**src/rtl/sdrc_wb_pkg.sv**
```systemverilog
// Shared types and constants for the Wishbone master feeding the SDRAM controller.
// FSM state encoding and Wishbone cycle-type identifiers.
package sdrc_wb_pkg;

  typedef enum logic [1:0] {
    ST_IDLE = 2'd0,
    ST_BUS  = 2'd1,
    ST_FIN  = 2'd2
  } wb_state_e;

  localparam logic [2:0] CTI_CLASSIC = 3'b000;
  localparam logic [2:0] CTI_INCR    = 3'b010;
  localparam logic [2:0] CTI_EOB     = 3'b111;

endpackage

```
**src/rtl/sdrc_wb_master_if.sv**
```systemverilog
// Requester-side command/data stream plus the Wishbone link toward the SDRAM controller.
// Handshakes: a transfer happens on a rising edge where both valid and ready are high; rdat has no ready.
interface sdrc_wb_master_if
  import sdrc_wb_pkg::*;
#(
  parameter int APP_AW      = 26,
  parameter int dw          = 32,
  parameter int BL_W        = 4,
  parameter int WFIFO_DEPTH = 16
);
  localparam int CW = $clog2(WFIFO_DEPTH) + 1;

  logic              cmd_valid;
  logic              cmd_ready;
  logic [APP_AW-1:0] cmd_addr;
  logic              cmd_we;
  logic [BL_W-1:0]   cmd_len;
  logic [dw/8-1:0]   cmd_sel;
  logic              wdat_valid;
  logic              wdat_ready;
  logic [dw-1:0]     wdat_data;
  logic              rdat_valid;
  logic [dw-1:0]     rdat_data;
  logic              done;
  logic              err;
  logic              busy;
  logic              wb_cyc;
  logic              wb_stb;
  logic              wb_we;
  logic [APP_AW-1:0] wb_addr;
  logic [dw-1:0]     wb_dati;
  logic [dw/8-1:0]   wb_sel;
  logic [2:0]        wb_cti;
  logic              wb_ack;
  logic [dw-1:0]     wb_dato;
  wb_state_e         dbg_state;
  logic [CW-1:0]     dbg_wfifo_count;

  modport master (
    input  cmd_valid, cmd_addr, cmd_we, cmd_len, cmd_sel,
    input  wdat_valid, wdat_data,
    input  wb_ack, wb_dato,
    output cmd_ready, wdat_ready, rdat_valid, rdat_data, done, err, busy,
    output wb_cyc, wb_stb, wb_we, wb_addr, wb_dati, wb_sel, wb_cti,
    output dbg_state, dbg_wfifo_count
  );

  modport slave (
    output cmd_valid, cmd_addr, cmd_we, cmd_len, cmd_sel,
    output wdat_valid, wdat_data,
    output wb_ack, wb_dato,
    input  cmd_ready, wdat_ready, rdat_valid, rdat_data, done, err, busy,
    input  wb_cyc, wb_stb, wb_we, wb_addr, wb_dati, wb_sel, wb_cti,
    input  dbg_state, dbg_wfifo_count
  );

endinterface

```
**src/rtl/sdrc_wb_wfifo.sv**
```systemverilog
// First-word-fall-through write-data FIFO; pops may drop several entries at once.
// WFIFO_DEPTH is expected to be a power of two so pointers wrap naturally.
module sdrc_wb_wfifo #(
  parameter int dw          = 32,
  parameter int WFIFO_DEPTH = 16,
  localparam int AW = $clog2(WFIFO_DEPTH),
  localparam int CW = AW + 1
) (
  input  logic          clk_i,
  input  logic          rst_ni,
  input  logic          push_i,
  input  logic [dw-1:0] data_i,
  input  logic [CW-1:0] pop_n_i,
  output logic [dw-1:0] head_o,
  output logic [CW-1:0] count_o,
  output logic          full_o
);

  logic [dw-1:0] mem_q [WFIFO_DEPTH];
  logic [AW-1:0] wr_ptr_q, wr_ptr_d;
  logic [AW-1:0] rd_ptr_q, rd_ptr_d;
  logic [CW-1:0] count_q, count_d;
  logic          push_ok;

  assign full_o  = (count_q == CW'(WFIFO_DEPTH));
  assign push_ok = push_i && !full_o;
  assign head_o  = mem_q[rd_ptr_q];
  assign count_o = count_q;

  always_comb begin
    wr_ptr_d = wr_ptr_q + AW'(push_ok);
    rd_ptr_d = rd_ptr_q + AW'(pop_n_i);
    count_d  = count_q + CW'(push_ok) - pop_n_i;
  end

  always_ff @(posedge clk_i or negedge rst_ni) begin
    if (!rst_ni) begin
      wr_ptr_q <= '0;
      rd_ptr_q <= '0;
      count_q  <= '0;
    end else begin
      wr_ptr_q <= wr_ptr_d;
      rd_ptr_q <= rd_ptr_d;
      count_q  <= count_d;
    end
  end

  always_ff @(posedge clk_i) begin
    if (push_ok) mem_q[wr_ptr_q] <= data_i;
  end

endmodule

```
**src/rtl/sdrc_wb_master.sv**
```systemverilog
// Turns a command/data stream into Wishbone classic or incrementing bursts toward the SDRAM controller.
// Write bursts only start once every beat is already buffered, so the strobe never drops mid-burst.
module sdrc_wb_master
  import sdrc_wb_pkg::*;
#(
  parameter int APP_AW      = 26,
  parameter int dw          = 32,
  parameter int BL_W        = 4,
  parameter int WFIFO_DEPTH = 16,
  parameter int TO_CYC      = 255
) (
  input logic              wb_clk,
  input logic              wb_resetn,
  sdrc_wb_master_if.master bus
);

  localparam int CW = $clog2(WFIFO_DEPTH) + 1;
  localparam int TW = $clog2(TO_CYC + 1);

  localparam logic [1:0] IDLE = ST_IDLE;
  localparam logic [1:0] BUS  = ST_BUS;
  localparam logic [1:0] FIN  = ST_FIN;

  logic [1:0]        state_q, state_d;
  logic [APP_AW-1:0] addr_q, addr_d;
  logic              we_q, we_d;
  logic [dw/8-1:0]   sel_q, sel_d;
  logic [BL_W-1:0]   len_q, len_d;
  logic [BL_W-1:0]   cnt_q, cnt_d;
  logic [TW-1:0]     to_q, to_d;
  logic              err_q, err_d;
  logic              rvalid_q, rvalid_d;
  logic [dw-1:0]     rdata_q, rdata_d;
  logic              rdy_q;

  logic              in_bus, ack, cmd_ok;
  logic [CW-1:0]     fifo_pop_n, fifo_count;
  logic [dw-1:0]     fifo_head;
  logic              fifo_full;

  sdrc_wb_wfifo #(.dw(dw), .WFIFO_DEPTH(WFIFO_DEPTH)) u_wfifo (
    .clk_i   (wb_clk),
    .rst_ni  (wb_resetn),
    .push_i  (bus.wdat_valid),
    .data_i  (bus.wdat_data),
    .pop_n_i (fifo_pop_n),
    .head_o  (fifo_head),
    .count_o (fifo_count),
    .full_o  (fifo_full)
  );

  assign in_bus = (state_q == BUS);
  assign ack    = in_bus && bus.wb_ack;
  // rdy_q holds cmd_ready low while reset is applied, even though the FSM sits in IDLE.
  assign cmd_ok = rdy_q && (state_q == IDLE) &&
                  (!bus.cmd_we || int'(fifo_count) >= int'(bus.cmd_len) + 1);

  always_comb begin
    state_d    = state_q;
    addr_d     = addr_q;
    we_d       = we_q;
    sel_d      = sel_q;
    len_d      = len_q;
    cnt_d      = cnt_q;
    to_d       = to_q;
    err_d      = 1'b0;
    rvalid_d   = 1'b0;
    rdata_d    = rdata_q;
    fifo_pop_n = '0;
    case (state_q)
      IDLE: begin
        if (bus.cmd_valid && cmd_ok) begin
          addr_d  = bus.cmd_addr;
          we_d    = bus.cmd_we;
          sel_d   = bus.cmd_sel;
          len_d   = bus.cmd_len;
          cnt_d   = bus.cmd_len;
          to_d    = '0;
          state_d = BUS;
        end
      end
      BUS: begin
        if (ack) begin
          addr_d = addr_q + APP_AW'(dw / 8);
          cnt_d  = cnt_q - 1'b1;
          to_d   = '0;
          if (we_q) begin
            fifo_pop_n = CW'(1);
          end else begin
            rvalid_d = 1'b1;
            rdata_d  = bus.wb_dato;
          end
          if (cnt_q == '0) state_d = FIN;
        end else if (to_q == TW'(TO_CYC - 1)) begin
          // Abandon the burst and discard its unsent write beats so the FIFO lines up with the next command.
          state_d = IDLE;
          err_d   = 1'b1;
          to_d    = '0;
          if (we_q) fifo_pop_n = CW'(cnt_q) + CW'(1);
        end else begin
          to_d = to_q + 1'b1;
        end
      end
      FIN:     state_d = IDLE;
      default: state_d = IDLE;
    endcase
  end

  always_ff @(posedge wb_clk or negedge wb_resetn) begin
    if (!wb_resetn) begin
      state_q  <= IDLE;
      addr_q   <= '0;
      we_q     <= 1'b0;
      sel_q    <= '0;
      len_q    <= '0;
      cnt_q    <= '0;
      to_q     <= '0;
      err_q    <= 1'b0;
      rvalid_q <= 1'b0;
      rdata_q  <= '0;
      rdy_q    <= 1'b0;
    end else begin
      state_q  <= state_d;
      addr_q   <= addr_d;
      we_q     <= we_d;
      sel_q    <= sel_d;
      len_q    <= len_d;
      cnt_q    <= cnt_d;
      to_q     <= to_d;
      err_q    <= err_d;
      rvalid_q <= rvalid_d;
      rdata_q  <= rdata_d;
      rdy_q    <= 1'b1;
    end
  end

  assign bus.cmd_ready       = cmd_ok;
  assign bus.wdat_ready      = !fifo_full;
  assign bus.rdat_valid      = rvalid_q;
  assign bus.rdat_data       = rdata_q;
  assign bus.done            = (state_q == FIN);
  assign bus.err             = err_q;
  assign bus.busy            = (state_q != IDLE);
  assign bus.wb_cyc          = in_bus;
  assign bus.wb_stb          = in_bus;
  assign bus.wb_we           = in_bus && we_q;
  assign bus.wb_addr         = addr_q;
  assign bus.wb_dati         = (in_bus && we_q) ? fifo_head : '0;
  assign bus.wb_sel          = in_bus ? sel_q : '0;
  assign bus.wb_cti          = !in_bus        ? CTI_CLASSIC :
                               (len_q == '0)  ? CTI_CLASSIC :
                               (cnt_q != '0)  ? CTI_INCR    : CTI_EOB;
  assign bus.dbg_state       = wb_state_e'(state_q);
  assign bus.dbg_wfifo_count = fifo_count;

endmodule
```
**src/flat_wrapper.sv**
```systemverilog
// flat-port wrapper written by rule: the top's interface ports become plain ports
module sdrc_wb_master_flat import sdrc_wb_pkg::*;
#(
  parameter int APP_AW      = 26,
  parameter int dw          = 32,
  parameter int BL_W        = 4,
  parameter int WFIFO_DEPTH = 16,
  parameter int TO_CYC      = 255
)
  (wb_clk, wb_resetn, bus_cmd_valid, bus_cmd_addr, bus_cmd_we, bus_cmd_len, bus_cmd_sel, bus_wdat_valid, bus_wdat_data, bus_wb_ack, bus_wb_dato, bus_cmd_ready, bus_wdat_ready, bus_rdat_valid, bus_rdat_data, bus_done, bus_err, bus_busy, bus_wb_cyc, bus_wb_stb, bus_wb_we, bus_wb_addr, bus_wb_dati, bus_wb_sel, bus_wb_cti, bus_dbg_state, bus_dbg_wfifo_count);
  sdrc_wb_master_if #(.APP_AW(APP_AW), .dw(dw), .BL_W(BL_W), .WFIFO_DEPTH(WFIFO_DEPTH)) bus_i ();
  input logic wb_clk;
  input logic wb_resetn;
  input wire logic [$bits(bus_i.cmd_valid)-1:0] bus_cmd_valid;
  input wire logic [$bits(bus_i.cmd_addr)-1:0] bus_cmd_addr;
  input wire logic [$bits(bus_i.cmd_we)-1:0] bus_cmd_we;
  input wire logic [$bits(bus_i.cmd_len)-1:0] bus_cmd_len;
  input wire logic [$bits(bus_i.cmd_sel)-1:0] bus_cmd_sel;
  input wire logic [$bits(bus_i.wdat_valid)-1:0] bus_wdat_valid;
  input wire logic [$bits(bus_i.wdat_data)-1:0] bus_wdat_data;
  input wire logic [$bits(bus_i.wb_ack)-1:0] bus_wb_ack;
  input wire logic [$bits(bus_i.wb_dato)-1:0] bus_wb_dato;
  output wire logic [$bits(bus_i.cmd_ready)-1:0] bus_cmd_ready;
  output wire logic [$bits(bus_i.wdat_ready)-1:0] bus_wdat_ready;
  output wire logic [$bits(bus_i.rdat_valid)-1:0] bus_rdat_valid;
  output wire logic [$bits(bus_i.rdat_data)-1:0] bus_rdat_data;
  output wire logic [$bits(bus_i.done)-1:0] bus_done;
  output wire logic [$bits(bus_i.err)-1:0] bus_err;
  output wire logic [$bits(bus_i.busy)-1:0] bus_busy;
  output wire logic [$bits(bus_i.wb_cyc)-1:0] bus_wb_cyc;
  output wire logic [$bits(bus_i.wb_stb)-1:0] bus_wb_stb;
  output wire logic [$bits(bus_i.wb_we)-1:0] bus_wb_we;
  output wire logic [$bits(bus_i.wb_addr)-1:0] bus_wb_addr;
  output wire logic [$bits(bus_i.wb_dati)-1:0] bus_wb_dati;
  output wire logic [$bits(bus_i.wb_sel)-1:0] bus_wb_sel;
  output wire logic [$bits(bus_i.wb_cti)-1:0] bus_wb_cti;
  output wire logic [$bits(bus_i.dbg_state)-1:0] bus_dbg_state;
  output wire logic [$bits(bus_i.dbg_wfifo_count)-1:0] bus_dbg_wfifo_count;
  assign bus_i.cmd_valid = bus_cmd_valid;
  assign bus_i.cmd_addr = bus_cmd_addr;
  assign bus_i.cmd_we = bus_cmd_we;
  assign bus_i.cmd_len = bus_cmd_len;
  assign bus_i.cmd_sel = bus_cmd_sel;
  assign bus_i.wdat_valid = bus_wdat_valid;
  assign bus_i.wdat_data = bus_wdat_data;
  assign bus_i.wb_ack = bus_wb_ack;
  assign bus_i.wb_dato = bus_wb_dato;
  assign bus_cmd_ready = bus_i.cmd_ready;
  assign bus_wdat_ready = bus_i.wdat_ready;
  assign bus_rdat_valid = bus_i.rdat_valid;
  assign bus_rdat_data = bus_i.rdat_data;
  assign bus_done = bus_i.done;
  assign bus_err = bus_i.err;
  assign bus_busy = bus_i.busy;
  assign bus_wb_cyc = bus_i.wb_cyc;
  assign bus_wb_stb = bus_i.wb_stb;
  assign bus_wb_we = bus_i.wb_we;
  assign bus_wb_addr = bus_i.wb_addr;
  assign bus_wb_dati = bus_i.wb_dati;
  assign bus_wb_sel = bus_i.wb_sel;
  assign bus_wb_cti = bus_i.wb_cti;
  assign bus_dbg_state = bus_i.dbg_state;
  assign bus_dbg_wfifo_count = bus_i.dbg_wfifo_count;
  sdrc_wb_master #(.APP_AW(APP_AW), .dw(dw), .BL_W(BL_W), .WFIFO_DEPTH(WFIFO_DEPTH), .TO_CYC(TO_CYC)) u_core (.wb_clk(wb_clk), .wb_resetn(wb_resetn), .bus(bus_i));
endmodule
```
**config.mk**
```make
export PLATFORM = sky130hd
export DESIGN_NAME = sdrc_wb_master_flat
export DESIGN_NICKNAME = d
export VERILOG_FILES = /design/src/rtl/sdrc_wb_pkg.sv /design/src/rtl/sdrc_wb_master_if.sv /design/src/rtl/sdrc_wb_wfifo.sv /design/src/rtl/sdrc_wb_master.sv /design/src/flat_wrapper.sv
export SDC_FILE = /design/constraint.sdc
export NUM_CORES = 1
export LEC_CHECK = 0
export BUFFER_PORTS_ARGS = -buffer_cell sky130_fd_sc_hd__buf_4
export CORE_ASPECT_RATIO = 2
export CORE_MARGIN = 8
export CORE_UTILIZATION = 60
export CTS_CLUSTER_DIAMETER = 40
export DETAILED_ROUTE_END_ITERATION = 16
export PLACE_DENSITY = 0.8
export SYNTH_ARGS = -nofsm -noshare
export SYNTH_HDL_FRONTEND = slang
export SYNTH_SLANG_ARGS = --single-unit
```
**constraint.sdc**
```tcl
create_clock -name wb_clk -period 6.4 [get_ports wb_clk]
set_input_delay 0.96 -clock wb_clk [delete_from_list [all_inputs] [get_ports wb_clk]]
set_output_delay 0.96 -clock wb_clk [all_outputs]
set_load 0.02 [all_outputs]
```
# [Yosys cells after proc, flatten, opt, wreduce, memory -nomap -nowiden]
# Memory sizes are Yosys's and may differ from the RTL's.
# Index checks and enable logic that the tools add are counted.
[classes] addsub=9 bitwise=1 n_lt_le_gt_ge=1 n_mux=33 n_reduce_logical=20 n_eq_ne=8
[ops] op="$mux W26" count=2
[ops] op="$pmux W26 S2" count=1
[ops] op="$ge A6 B32 Y1" count=1
[ops] op="$mux W32" count=1
[ops] op="$add A26 B3 Y26 const B" count=1
[ops] op="$mux W8" count=3
[ops] op="$mux W5" count=4
[ops] op="$pmux W8 S2" count=1
[ops] op="$mux W4" count=3
[ops] op="$add A4 B1 Y5 const B" count=2
[ops] op="$mux W1" count=9
[ops] op="$mux W3" count=3
[ops] op="$reduce_and A3 Y1" count=3
[ops] op="$add A8 B1 Y8 const B" count=1
[ops] op="$eq A8 B8 Y1 const B" count=1
[ops] op="$logic_not A4 Y1" count=2
[ops] op="$mux W2" count=4
[ops] op="$pmux W4 S2" count=1
[ops] op="$logic_and A1 B1 Y1" count=6
[ops] op="$ne A3 B3 Y1 const B" count=2
[ops] op="$add A5 B1 Y5" count=1
[ops] op="$eq A5 B5 Y1 const B" count=1
[ops] op="$sub A5 B5 Y5" count=1
[ops] op="$add A4 B1 Y4" count=1
[ops] op="other kinds (13)" count=17
[totals] register_bits=97 inputBits=104 n_memories=1 output_inout_bits=113 mem_bits_rw=512
[mem_list] memory="u_core.u_wfifo.mem_q" depth=16 width=32 read_ports=1 rd_clocked_by_memory_dff=0 write_ports=1 line_no="sdrc_wb_wfifo.sv:19" source="logic [dw-1:0] mem_q [WFIFO_DEPTH];"

# [Longest topological paths before layout]
# Gate-level depths: netlist of the first run.
[logic_depth] depth_word=7 ltp_mapped=15

# [By module]
# A second synthesis of the first run with hierarchy kept.
[hier_totals] hier_cells=1323 hier_area_um2=24553.5
[modules_own_cells] mod="sdrc_wb_wfifo" instances=1 area_each_um2=19947.9 cells_each=867
[modules_own_cells] mod="sdrc_wb_master" instances=1 area_each_um2=4605.7 cells_each=456

# [Least setup slack after synthesis of the first run]
# No wires, ideal clock.
[synth_path] path_type="input to register" startpoint="in bus_wdat_valid" endpoint="mem u_core.u_wfifo.mem_q[0][0], enable pin" path_stages=3 arrival_time_ns=3.621 path_buffers=0 path_slack_ns=2.318 cell_sequence="nand2_1 -> or3_1 -> nor3_1"
[synth_between] elab_chain_len=3
[synth_lines] item="start: declaration" line_no="flat_wrapper.sv:19" source="input wire logic [$bits(bus_i.wdat_valid)-1:0] bus_wdat_valid;"
[synth_lines] item="$logic_and A1 B1 Y1" line_no="sdrc_wb_wfifo.sv:26" source="assign push_ok = push_i && !full_o;"
[synth_lines] item="$mux W1" line_no="sdrc_wb_wfifo.sv:49" source="if (push_ok) mem_q[wr_ptr_q] <= data_i;"
[synth_lines] item="$mux W1 (implied by the code)" line_no="sdrc_wb_wfifo.sv:49"
[synth_lines] item="end: declaration" line_no="sdrc_wb_wfifo.sv:19"
# No other way between the ends.

# [Worst setup path after layout of the first run]
[layout_path] startpoint="reg u_core.u_wfifo.rd_ptr_q[0]" endpoint="out bus_wb_dati[24]"
[layout_between] elab_chain_len=2
[layout_lines] item="start: declaration" line_no="sdrc_wb_wfifo.sv:21" source="logic [AW-1:0] rd_ptr_q, rd_ptr_d;"
[layout_lines] item="start signal: assignment" line_no="sdrc_wb_wfifo.sv:43" source="rd_ptr_q <= rd_ptr_d;"
[layout_lines] item="$mem_v2 Z16 W32"
[layout_lines] item="$mux W32" line_no="sdrc_wb_master.sv:148" source="assign bus.wb_dati = (in_bus && we_q) ? fifo_head : '0;"
[layout_lines] item="end: declaration" line_no="flat_wrapper.sv:34" source="output wire logic [$bits(bus_i.wb_dati)-1:0] bus_wb_dati;"
# No other way between the ends.

==> summary.md, run 1 <==
| Metric | Value |
|---|---|
| Filler Cell Count | 2398 |
| Routed Wire Length | 55310 um |
| Yosys warns | 0 |
| Vias | 12903 |
| Post-synthesis register bit count | 609 |
| Post-synth EDFFs | roughly 500 |
| GRT Total Usage | 0.2353 |
| Area contributors post-synth | edfxtp_1 63%, mux4_2 15%, dfrtp_1 10% |
| Sw Share | 0.3182 |
| Clock tree buffer depth | 3 |
| Max incr delay on CP | 0.90 ns |
| Avg Vias per Cell | 6.313 |
| Routability cong. | 0.8617 |
| RSZ-0062 raised after global routing | no |
| Num rows | 104 |
| Layout cells sized above 1 | 0.3639 |
| Largest net degree at the start of global routing | 80 |
| Cell Pwr Density | 451.9 nW/um2 |
| Post-Syn Area | between 20000 and 25000 um2 |
| Psw | 0.004089 W |
| Final hold violations | 0 |
| Remaining Overflow, GRT | 0 |
| Synth cell types | 55 |
| Clk slew on worst S/H paths | 0.07 ns |
| Area fraction of the dominant cell type after synthesis | 0.6309 |
| Total iterations of the first detailed-routing run | 5 |
| Crit. End Element | primary output |
| # hold bufs at CTS | 0 |
| First-pass GRT wire length | 82100 um |
| Postcts setup bufs | 0 |
| Post-synth ARST share | 0.1593 |
| Crit-path slowest cell | dfrtp_4 |
| Fin Setup TNS | 0 ns |
| Die H | 301.0 um |
| Slew Limit Headroom | 0.2571 |
| Sequential power share | 0.423 |
| Fin nets | 1606 |
| Max Cap Viol | 0 |
| Avg WL per Cell | 27.06 um |
| DRC | 0 |
| Root Buffer | clkbuf_16 |
| Initial antenna violation count | 0 |
| CTS Buf Count | 49 |
| Worst-Skew Late Latency | roughly 0.58 ns |
| Most frequent cell after synthesis | edfxtp_1 |
| Layout Cells excl Fill | 2044 |
| Initial DRC count | 1274 |
| Register area | 17810 um2 |
| Synth Instances | 1241 |
| P_int | between 0.008 and 0.009 W |
| Initial core utilization | 0.6060 |
| Required @ worst endpoint | 5.44 ns |
| Fin crit share | 0.6982 |
| Detailed Place HPWL | ~33000 um |
| Synth cell count leaders | 512 x edfxtp_1, 160 x mux4_2, 97 x dfrtp_1, 48 x nor2_1, 42 x mux2_2 |
| Comb pwr share | 0.334 |
| Area of the multi-input gates | approximately 6300 um2 |
| TritonCTS Sinks | a little over 600 |
| N_diodes | 0 |
| DIE WIDTH | between 150 and 200 um |
| CP Cell Sequence | buf_4 -> mux4_2 -> mux4_2 -> nor2b_1 -> buf_4 |
| Syn_area_per_cell | 19.64 um2 |
| Routed Antenna Nets | 0 |
| Startpoint types | flip-flop |
| Period minus WS final | about 4.5 ns |
| H-tree depth | 2 |
| Clock power share | 0.243 |
| Bufs and invs on worst path | 2 |
| Slew Limit Fails | 0 |
| CP Class | flip-flop to primary output |
| Resized Gates After CTS | 0 |
| Port bufs | 216 |
| Register area share after synthesis | 0.7305 |
| Setup-failing EPs final | 0 |
| CTS tree | done |
| Ports | 217 |
| Dominant cell type by area after synthesis | edfxtp_1 |
| Synth Net Count | about 1400 |
| Pleak | 9.914 nW |
| Core area | ~40000 um2 |
| Worst slew pin tran | about 1.1 ns |
| Placed instance count | 1955 |
| Status | finished, final reports clean |
| Delay-heaviest family, CP | multiplexers |
| Min-Delay Path Class | input pin to async pin |
| Vias in the first global route | 13581 |
| Prevailing post-synth register cell | edfxtp_1 |
| Synthesis-to-layout area growth | 16.69% |
| Full die area | 47710 um2 |
| Fmax | roughly 220 MHz |
| Crit path max fanout | 34 |
| VDD IR max | around 0.32 mV |
| Worst Skew | between 0.01 and 0.015 ns |
| Worst EP arrival | 3.51 ns |
| Final Util | 0.7072 |
[placed cells by master, fill, tap and decap left out, drive strengths merged, types with 3 or more instances in the layout]
master	instances
and3	8
nand2b	5
dfrtp	97
o211ai	3
clkinvlp	4
nor2	48
mux4	160
a21oi	30
nand4	5
xor2	3
clkinv	22
ha	24
bufinv	7
and2	7
a22oi	4
inv	28
edfxtp	512
o22a	7
nor3	9
a41oi	3
nand3	19
clkbuf	54
o22ai	3
mux2	42
and4	5
o21ai	28
a31oi	14
buf	246
a21o	4
xnor2	11
nor2b	33
nand2	41
[power by group through the flow]
stage                     Combinational (W)  Sequential (W)  Clock, W
after floorplan                     0.00280         0.00550         0
after global placement              0.00423         0.00548         0
after detailed placement            0.00434         0.00552         0
after CTS                           0.00437         0.00545   0.00318
after global routing                0.00459         0.00552   0.00330
final                               0.00429         0.00544   0.00312
[routing by layer]
metal	track usage	vias to the layer above	part of all wire
met1	0.2903	6598	0.35
met4	0.09950	0	0.040
li1	-	5476	-
met2	0.4094	705	0.53
met5	0	-	0
met3	0.03133	124	0.086
[metrics by stage]
stage	total power, W	cell area, um2	worst slack [ns]	hold WS (ns)
3_3_place_gp	0.009707	26770	2.494	0.4714
6_report	0.01285	28430	1.931	0.2572
5_1_grt	0.01341	28430	1.747	0.2613
3_5_place_dp	0.009857	26770	2.492	0.4918
4_1_cts	0.01299	28430	1.794	0.2397
2_1_floorplan	0.008305	24370	2.318	0.4507
[final timing paths]
kind / from / slack [ns] / to / cells after the start
max in group asynchronous: wb_resetn / 4.76 / u_core.u_wfifo.rd_ptr_q[0] / 2
worst max register to register: u_core.bus.dbg_state[1] / 2.97 / u_core.u_wfifo.count_o[4] / 14
min in group wb_clk: u_core.bus.rdat_data[23] / 0.51 / u_core.bus.rdat_data[23] / 1
worst min-delay path: wb_resetn / 0.26 / u_core.bus.rdat_data[10] / 1
worst max-delay path: u_core.u_wfifo.rd_ptr_q[0] / 1.93 / bus_wb_dati[24] / 5
worst min register to register: u_core.bus.rdat_data[23] / 0.51 / u_core.bus.rdat_data[23] / 1
[final cells by class]
cell class | instances | area share
clock buffers | 54 | 0.04453
clock inverters | 35 | 0.01399
inverters | 26 | 0.003432
multi-input cells | 544 | 0.2225
repair buffers | 246 | 0.06583
flip-flops and latches | 609 | 0.6264
well taps | 530 | 0.02332
[registers in the layout (all words and copies together) (netlist names), 5 cells and up]
name and cells:
u_core.u_wfifo.mem_q 512, u_core.bus.wb_addr 26, u_core.to_q 8, u_core.bus.rdat_data 32
u_core.u_wfifo.count_o 5
[cell families (layout without fill, tap and decap cells)]
logic type,count (synthesis),in the layout,synth area share
DFF,609,609,0.7305
AOI/OAI and AO/OA,109,109,0.02798
adders and majority gates,26,26,0.01397
xor gates and xnor gates,14,14,0.005032
and+or+nand+nor,190,190,0.03943
muxes,204,204,0.1681
other,1,1,0.0001539
buffers and inverters,88,361,0.01479
[worst register-to-register path, stage by stage (launching register included)]
cell      delay [ns]
dfrtp_1         0.41
nand2b_1        0.17
clkinv_1        0.07
nand2_2         0.62
nor2_1          0.53
ha_1            0.30
inv_1           0.06
ha_1            0.16
inv_1           0.05
fa_1            0.40
inv_1           0.08
a21o_1          0.11
a21oi_1         0.07
xnor2_1         0.19
xnor2_1         0.14
No activity file was read; power rests on OpenSTA's default activity.
==> inputs of run 2 (changes only) <==
CORE_UTILIZATION = 59   (was 60)
PLACE_DENSITY = 0.79   (was 0.8)
clock period = 4.4 ns   (was 6.4 ns; I/O delays follow)
==> summary.md, run 2 (same netlist as run 1, synthesis figures left out) <==
| Metric | Value |
|---|---|
| Initial DRC count | 1071 (-16%) |
| Worst-Skew Late Latency | 0.58 ns (about the same) |
| Final Util | 0.6977 (-0.009433) |
| # hold bufs at CTS | 0 (unchanged) |
| Most common cell after layout, fill and taps aside | edfxtp_1 |
| Clk slew on worst S/H paths | 0.07 ns (about the same) |
| Placed Area | 26940 um2 (+0.63%) |
| Min-Delay Path Class | input pin to async pin |
| Total iterations of the first detailed-routing run | 5 (unchanged) |
| Detailed Place HPWL | 34410 um (+5.7%) |
| CTS tree | done |
| Avg WL per Cell | 27.21 um (+0.57%) |
| Full die area | 48460 um2 (+1.6%) |
| H-tree depth | 2 (unchanged) |
| Clock power share | 0.232 (-0.011) |
| Clock tree buffer depth | 3 (unchanged) |
| Status | finished, final reports clean |
| CP Cell Sequence | buf_4 -> mux4_2 -> mux4_2 -> nor2b_1 -> buf_4 |
| Worst EP arrival | 3.22 ns (-0.29 ns) |
| Filler Cell Count | 2472 (+3.1%) |
| Initial antenna violation count | 0 (unchanged) |
| Delay-heaviest family, CP | multiplexers |
| Crit. End Element | primary output |
| Worst setup margin | 0.5156 ns (-1.416 ns) |
| Max reg flops | 512 (unchanged) |
| Final instance area | 28510 um2 (+0.26%) |
| Setup-failing EPs final | 0 (unchanged) |
| Remaining Overflow, GRT | 0 (unchanged) |
| Layout cells sized above 1 | 0.3683 (+0.004347) |
| Fin nets | 1617 (+0.68%) |
| Period minus WS final | between 3 and 4 ns |
| Fin crit share | 0.8828 |
| RSZ-0062 raised after global routing | no |
| DRC | 0 (unchanged) |
| Slew Limit Headroom | 0.3262 (+0.06900) |
| Bufs and invs on worst path | 2 (unchanged) |
| Die H | 303.4 um (+0.80%) |
| Port bufs | 216 (unchanged) |
| Required @ worst endpoint | 3.74 ns (-1.70 ns) |
| Ports | 217 (unchanged) |
| Reg with most FFs | u_core.u_wfifo.mem_q |
| Fin Setup TNS | 0 ns (unchanged) |
| TritonCTS Sinks | 609 (unchanged) |
| Initial core utilization | 0.5964 (-0.009632) |
| Cell Pwr Density | 653.6 nW/um2 (+45%) |
| Startpoint types | flip-flop |
| Total power | 0.01863 W (+45%) |
| Final hold violations | 0 (unchanged) |
| Vias in the first global route | 13614 (+0.24%) |
| Place WS | 0.9272 ns (-1.565 ns) |
| Routability cong. | 0.8493 (-1.4%) |
| Largest net degree at the start of global routing | 65 (-19%) |
| Most frequent cells in the layout | 512 x edfxtp_1, 249 x buf_4, 160 x mux4_2, 93 x dfrtp_1, 49 x clkbuf_16 |
| Slew Limit Fails | 0 (unchanged) |
| Root Buffer | clkbuf_16 |
| Avg Vias per Cell | 6.241 (-1.1%) |
| Routed Antenna Nets | 0 (unchanged) |
| Psw | 0.005989 W (+46%) |
| CTS Buf Count | 49 (unchanged) |
| VDD IR max | 0.4915 mV (+53%) |
| Sequential power share | 0.427 (+0.004) |
| GRT Total Usage | 0.2337 (-0.001565) |
| Synthesis-to-layout area growth | 16.99% |
| P_int | 0.01264 W (+44%) |
| Vias | 12869 (-0.26%) |
| Sw Share | 0.3214 (+0.003221) |
| CP Class | flip-flop to primary output |
| Resized Gates After CTS | 0 (unchanged) |
| Worst Skew | 0.02479 ns (+0.01055 ns) |
| First-pass GRT wire length | 84730 um (+3.2%) |
| Fmax | 257.4 MHz |
| Worst slew pin tran | 1.008 ns (-0.1020 ns) |
| Crit-path slowest cell | dfrtp_4 |
| DIE WIDTH | 159.7 um (+0.76%) |
| Postcts setup bufs | 0 (unchanged) |
| Max Cap Viol | 0 (unchanged) |
| Crit path max fanout | 28 (-18%) |
| Routed Wire Length | 56120 um (+1.5%) |
| Max incr delay on CP | 0.84 ns (-0.06 ns) |
| Core area | 40860 um2 (+1.6%) |
| Pleak | 9.953 nW (+0.39%) |
| Num rows | 105 (+0.96%) |
| Comb pwr share | 0.341 (+0.007) |
## run 2: cell count changes in the layout (fill, tap and decap cells not counted), moves of 2 or more
cell        delta
buf_12         +6
buf_4          +5
bufinv_16      -3
clkbuf_1       +8
clkinv_1       -6
clkinvlp_4     -2
inv_6          +5
## run 2: per-layer routing
layer,vias up,GRT usage,part of all wire
met3,133,0.03941,0.071
met2,631,0.4208,0.53
met4,0,0.09883,0.037
li1,5489,-,-
met1,6616,0.2737,0.36
met5,-,0,0
## run 2: worst reg2reg max path, delay by kind of cell, from the launching register on
kind	cells	cell delay (ns)
AOI/OAI and AO/OA	2	0.18
DFF	1	0.41
and+or+nand+nor	4	1.27
buffers and inverters	2	0.13
adders and majority gates	2	0.79
xor gates and xnor gates	2	0.31
## run 2: power by group through the flow
stage / sequential [W] / combinational, W / clock [W]
after floorplan: 0.00800 / 0.00408 / 0
after global placement: 0.00800 / 0.00628 / 0
after detailed placement: 0.00805 / 0.00641 / 0
after CTS: 0.00794 / 0.00646 / 0.00439
after global routing: 0.00805 / 0.00680 / 0.00459
final: 0.00795 / 0.00635 / 0.00432
## run 2: final timing paths
path / start / to / slack (ns) / cells after the start
max reg2reg: u_core.bus.dbg_state[1] / u_core.u_wfifo.count_o[4] / 1.20 / 12
max: u_core.u_wfifo.rd_ptr_q[0] / bus_wb_dati[22] / 0.52 / 5
min reg2reg: u_core.sel_q[3] / u_core.sel_q[3] / 0.50 / 1
max in group asynchronous: wb_resetn / u_core.bus.rdat_data[15] / 3.26 / 2
min in group wb_clk: bus_wb_ack / u_core.bus.err / 0.30 / 2
min: wb_resetn / u_core.bus.wb_addr[1] / 0.19 / 1
## run 2: stage by stage
| step | cells | hold slack (ns) |
|---|---|---|
| floorplan | 1241 | 0.3644 |
| global placement | 1971 | 0.4771 |
| detailed placement | 1971 | 0.4873 |
| CTS | 2061 | 0.1992 |
| global route | 2061 | 0.2395 |
| finish | 2062 | 0.1869 |
## run 2: cell type report
cell class / count / area (um2) / share of cell area
flip-flops and latches: 609 / 17810 / 0.6248
multi-input cells: 544 / 6330 / 0.2220
repair buffers: 257 / 2029 / 0.07119
clock buffers: 61 / 1271 / 0.04459
well taps: 535 / 669.4 / 0.02348
clock inverters: 29 / 296.5 / 0.01040
inverters: 26 / 97.59 / 0.003423
diodes: 1 / 2.502 / 0.00008778
